File: src/rtl/cpu_pkg.sv
// Shared CPU definitions used by the iterative divider: FSM states and constants.
package cpu_pkg;

  typedef enum logic [1:0] {
    IDLE,
    RUN,
    FIX
  } div_state_t;

  localparam int DIV_ITER = 32;
  localparam logic [31:0] DIV_ZERO_QUOT = 32'hFFFFFFFF;

endpackage

File: src/rtl/div_step.sv
// One restoring-division iteration: shift in the next dividend bit and try to subtract the divisor.
module div_step #(
  parameter int WIDTH = 32
) (
  input  logic [WIDTH-1:0] rem_in,
  input  logic             dvd_bit,
  input  logic [WIDTH-1:0] divisor,
  output logic [WIDTH-1:0] rem_out,
  output logic             qbit
);

  logic [WIDTH:0] shifted;
  logic [WIDTH:0] trial;

  // The remainder is always below the divisor, so a clear top trial bit means it fits.
  always_comb begin
    shifted = {rem_in, dvd_bit};
    trial   = shifted - {1'b0, divisor};
    qbit    = ~trial[WIDTH];
    rem_out = qbit ? trial[WIDTH-1:0] : shifted[WIDTH-1:0];
  end

endmodule

File: src/rtl/div_unit.sv
// Iterative restoring divider producing quotient/remainder for DIV/DIVU.
// Signed support is compiled in only when DIV_SIGNED_EN is defined.
module div_unit
  import cpu_pkg::*;
#(
  parameter int WIDTH = 32
) (
  input  logic             clk,
  input  logic             rst,
  input  logic             start,
  input  logic             Sign,
  input  logic [WIDTH-1:0] dividend,
  input  logic [WIDTH-1:0] divisor,
  output logic             busy,
  output logic             done,
  output logic [WIDTH-1:0] quot,
  output logic [WIDTH-1:0] rem,
  output logic             div_zero
);

  localparam logic [4:0] LAST_ITER = 5'(DIV_ITER - 1);

  div_state_t       state;
  logic [WIDTH-1:0] dvd;
  logic [WIDTH-1:0] dvs;
  logic [WIDTH-1:0] remr;
  logic [WIDTH-1:0] rem_nxt;
  logic [4:0]       cnt;
  logic             qbit;
  logic             dz;
  logic [WIDTH-1:0] dvd_in;
  logic [WIDTH-1:0] dvs_in;

`ifdef DIV_SIGNED_EN
  logic qneg;
  logic rneg;

  always_comb begin
    dvd_in = (Sign && dividend[WIDTH-1]) ? -dividend : dividend;
    dvs_in = (Sign && divisor[WIDTH-1])  ? -divisor  : divisor;
  end
`else
  logic unused_sign;
  assign unused_sign = Sign;

  always_comb begin
    dvd_in = dividend;
    dvs_in = divisor;
  end
`endif

  div_step #(.WIDTH(WIDTH)) u_step (
    .rem_in  (remr),
    .dvd_bit (dvd[WIDTH-1]),
    .divisor (dvs),
    .rem_out (rem_nxt),
    .qbit    (qbit)
  );

  // The dividend register doubles as the quotient shift register; for a zero
  // divisor it keeps the raw dividend so FIX can return it as the remainder.
  always_ff @(posedge clk) begin
    if (rst) begin
      state    <= IDLE;
      busy     <= 1'b0;
      done     <= 1'b0;
      quot     <= '0;
      rem      <= '0;
      div_zero <= 1'b0;
      dvd      <= '0;
      dvs      <= '0;
      remr     <= '0;
      cnt      <= '0;
      dz       <= 1'b0;
`ifdef DIV_SIGNED_EN
      qneg     <= 1'b0;
      rneg     <= 1'b0;
`endif
    end else begin
      done <= 1'b0;
      case (state)
        IDLE: begin
          if (start) begin
            busy <= 1'b1;
            remr <= '0;
            cnt  <= '0;
            dvs  <= dvs_in;
            dz   <= (divisor == '0);
`ifdef DIV_SIGNED_EN
            qneg <= Sign & (dividend[WIDTH-1] ^ divisor[WIDTH-1]);
            rneg <= Sign & dividend[WIDTH-1];
`endif
            if (divisor == '0) begin
              dvd   <= dividend;
              state <= FIX;
            end else begin
              dvd   <= dvd_in;
              state <= RUN;
            end
          end
        end
        RUN: begin
          remr <= rem_nxt;
          dvd  <= {dvd[WIDTH-2:0], qbit};
          cnt  <= cnt + 5'd1;
          if (cnt == LAST_ITER) state <= FIX;
        end
        FIX: begin
          busy     <= 1'b0;
          done     <= 1'b1;
          div_zero <= dz;
          state    <= IDLE;
          if (dz) begin
            quot <= DIV_ZERO_QUOT;
            rem  <= dvd;
          end else begin
`ifdef DIV_SIGNED_EN
            quot <= qneg ? -dvd : dvd;
            rem  <= rneg ? -remr : remr;
`else
            quot <= dvd;
            rem  <= remr;
`endif
          end
        end
        default: state <= IDLE;
      endcase
    end
  end

endmodule

File: config.mk
export PLATFORM = sky130hd
export DESIGN_NAME = div_unit
export DESIGN_NICKNAME = d
export VERILOG_FILES = /design/src/rtl/cpu_pkg.sv /design/src/rtl/div_step.sv /design/src/rtl/div_unit.sv
export SDC_FILE = /design/constraint.sdc
export NUM_CORES = 1
export LEC_CHECK = 0
export ABC_AREA = 1
export CAP_MARGIN = 20
export CELL_PAD_IN_SITES_DETAIL_PLACEMENT = 2
export CELL_PAD_IN_SITES_GLOBAL_PLACEMENT = 2
export CORE_MARGIN = 8
export CORE_UTILIZATION = 27
export CTS_CLUSTER_SIZE = 25
export DETAILED_ROUTE_END_ITERATION = 10
export PLACE_DENSITY = 0.76
export SYNTH_ARGS = -nofsm -noshare
export SYNTH_HDL_FRONTEND = slang
export SYNTH_SLANG_ARGS = --single-unit
File: constraint.sdc
create_clock -name clk -period 2.2 [get_ports clk]
set_clock_uncertainty 0.2 [all_clocks]
set_input_delay 0.44 -clock clk [delete_from_list [all_inputs] [get_ports clk]]
set_output_delay 0.44 -clock clk [all_outputs]
set_load 0.01 [all_outputs]
==> impl_metrics.tcl <==
set metrics [dict create \
    cp.arrival_ns 2.91 \
    synthArstFlopShare 0 \
    ios 135 \
    grt_pass1_wl_mm 74.0 \
    r2r_cells 16 \
    viasPerCell 5.11 \
    yosys_warnings 0 \
    synthTopCellsByCount "nand2_1 (502), inv_1 (213), a21oi_1 (182)" \
    p_per_area_mw_per_mm2 1020 \
    die_y_um 206 \
    cap_violations 0 \
    worstMarginPinSlew_ns 0.637 \
    cp_max_fo 7 \
    synthAdderAreaFrac 0.0456 \
    port_buffers 133 \
    fp-row-count 69 \
    clk_path_buf_depth 2 \
    routedWlPerCell_um 22.3 \
    dieArea_mm2 0.0425 \
    synth_compound_area_frac 0.175 \
    fmax_mhz 368 \
    worstHoldStart "quot[8]$_SDFFE_PP0P_" \
    muxShareOfSynthArea 0 \
    grt_pass1_vias 12868 \
    setup_violations 34 \
    clkLatencyLatePin_ns 0.48 \
    synth-xor-area-share 0.0134 \
    drc_errors 0 \
    ant_nets 0 \
    synthCells 1508 \
    timing.final.ws_setup_ns -0.517 \
    synth_cell_types 46 \
    relSlewSlack 0.572 \
    final.min_clock_period_ns 2.72 \
    slowest_delay_ns 0.33 \
    hold_slack_ns 0.264 \
    p_leak_nw 6.55 \
    globalplace.congestion 0.839 \
    required_ns 2.40 \
    synth_edf_count 0 \
    area_growth_pct 48.7 \
    tritoncts "yes" \
    fin_setup_tns_ns -13.29 \
    ys_dominant_reg_cell "dfxtp_1" \
    synth_top_area_frac 0.350 \
    drive_above_1_share 0.240 \
    numCtsBuffers 17 \
    critical_path.cell_chain "inv_1 -> ha_1 -> nand2_2 -> inv_1 -> a21oi_2 -> nand2_4 -> nand2_4 -> nand2_4 -> nand2_8 -> nand2_8 -> nand2_8 -> buf_8 -> nand2_8 -> nand2_4 -> nand3_4 -> a21oi_4" \
    crit_path_top_delay_cell "ha_1" \
    status "complete, but fails checks" \
    layout_worst_path_cycle_share 1.23 \
    path_clk_slew_ns 0.09 \
    cts-htree-levels 4 \
    dp.cells 2227 \
    drt_iter0_drc 526 \
    track_usage 0.224 \
    grt_max_degree 104 \
    report.final.slew_viol_count 0 \
    r2r-start "dvs[6]$_SDFFE_PP0P_" \
    min_path_type "reg -> reg" \
    die_w_um 206 \
    overflow 0 \
    antenna_found_initial 0 \
    endpoint "remr[13]$_SDFFE_PP0P_" \
    seqCellArea_mm2 0.00344 \
    ys_seq_elements 171 \
    initial_core_util 0.275 \
    dr_total_vias 11642 \
    synth_top_family_by_area "simple AND/OR/NAND/NOR gates" \
    cp-start-kind "register" \
    clock-sinks 171 \
    multi_input_area_mm2 0.00600 \
    drtPass1Iterations 5 \
    fin_cells 2279 \
    worst_path_dominant_cell_family "simple AND/OR/NAND/NOR gates" \
    peakVddDrop_mv 0.555 \
    nFillCells 4169 \
    synth_area_mm2 0.00977 \
    root_buffer "clkbuf_16" \
    diodes 0 \
    yosys-top-cells-area "dfxtp_1 (35%), nand2_1 (19%), a21oi_1 (9.3%)" \
    cts_hold_buf 0 \
    nets 1909 \
    hpwl_mm 32.3 \
    critPathCaptureType "register" \
    wirelength_mm 50.7 \
    ys_seq_area_frac 0.350 \
    cp.depth 16 \
    violations "setup timing" \
    rsz0062_at_grt "true" \
    p_total_w 0.0148 \
    rrSetupSlack_ns -0.52 \
    synth-simple-area-share 0.295 \
    synth.largest_area_cell "dfxtp_1" \
    worstReg2RegEnd "remr[13]$_SDFFE_PP0P_" \
    critical_path.startpoint "dvs[6]$_SDFFE_PP0P_" \
    synth_nets 1611 \
    yosysMostFrequentCell "nand2_1" \
    critical_path_class "reg -> reg" \
    hold_viol 0 \
    core-area_mm2 0.0356 \
    synth.avg_cell_area_um2 6.48 \
    critPathBufInv 3 \
]
worst min path at each step:
stage / to / cells after the start / slack, ns
final: quot[8]$_SDFFE_PP0P_ / 2 / 0.26
after global routing: cnt[3]$_SDFFE_PP0P_ / 2 / 0.29
after CTS: quot[18]$_SDFFE_PP0P_ / 2 / 0.27
after detailed placement: quot[14]$_SDFFE_PP0P_ / 2 / 0.26
after global placement: quot[29]$_SDFFE_PP0P_ / 2 / 0.25
after floorplan: dvs[10]$_SDFFE_PP0P_ / 2 / 0.24
report_power, final:
| group | internal (W) | total [W] | switching [W] |
|---|---|---|---|
| clock | 0.00165 | 0.00313 | 0.00147 |
| combinational | 0.00314 | 0.00807 | 0.00493 |
| sequential | 0.00334 | 0.00359 | 0.000242 |
cell type report:
type / instances / share of cell area
repair buffers: 349 / 0.216
flip-flops and latches: 171 / 0.237
multi-input cells: 1052 / 0.413
clock buffers: 23 / 0.0329
inverters: 215 / 0.0557
well taps: 461 / 0.0397
clock inverters: 8 / 0.00586
worst reg2reg max path, delay by kind of cell, from the launching register on:
family | cells | cell delay, ns
simple gates | 10 | 0.99
compound gates | 2 | 0.50
fa+ha+maj | 1 | 0.33
flops | 1 | 0.32
buf+inv | 3 | 0.31
placed cells by master, fill, tap and decap left out, types with 8 or more instances in the layout:
cell,count
nand2_1,446
inv_1,207
buf_4,197
a21oi_1,162
dfxtp_1,162
clkdlybuf4s50_1,132
o21ai_0,99
nand2_2,50
nor2_1,39
nand3_1,39
a31oi_1,31
nand3_2,25
a21oi_2,23
ha_4,19
clkbuf_16,17
nand2_4,15
ha_1,14
nor2_2,12
nand4_1,11
nor4_1,8
dfxtp_2,8
buf_12,8
cell families (layout without fill, tap and decap cells):
family          after synthesis  in the layout
simple gates                675            678
fa+ha+maj                    35             35
compound gates              324            324
buf+inv                     288            595
flops                       171            171
xor+xnor                     15             15
state kept, by name, indices dropped and copies added (netlist names):
signal,cells
remr,32
dvs,32
done,1
quot,32
div_zero,1
state,2
dz,1
busy,1
dvd,32
rem,32
cnt,5
metrics by stage:
step | instance area [µm²] | setup slack, ns | util
floorplan | 9800 | -0.0555 | -
global placement | 12900 | -0.350 | 0.363
detailed placement | 12900 | -0.400 | 0.363
CTS | 14000 | -0.282 | 0.394
global route | 14500 | -0.575 | 0.408
finish | 14500 | -0.517 | 0.408
layer usage:
metal,global-route usage,vias to the layer above,part of all wire
li1,-,5387,-
met1,0.261,5883,0.40
met2,0.406,274,0.52
met3,0.0323,98,0.036
met4,0.0907,0,0.042
met5,0,-,0
what timing repair did:
| action | 4_1_cts | 5_1_grt |
|---|---|---|
| resized for setup | 80 | 104 |
| gates cloned | 5 | 0 |
| endpoints found under the setup margin | 33 | 35 |
| buffers inserted | 8 | 10 |
| pin swaps | 20 | 33 |
Note: power is estimated with default switching activity, not from simulation.
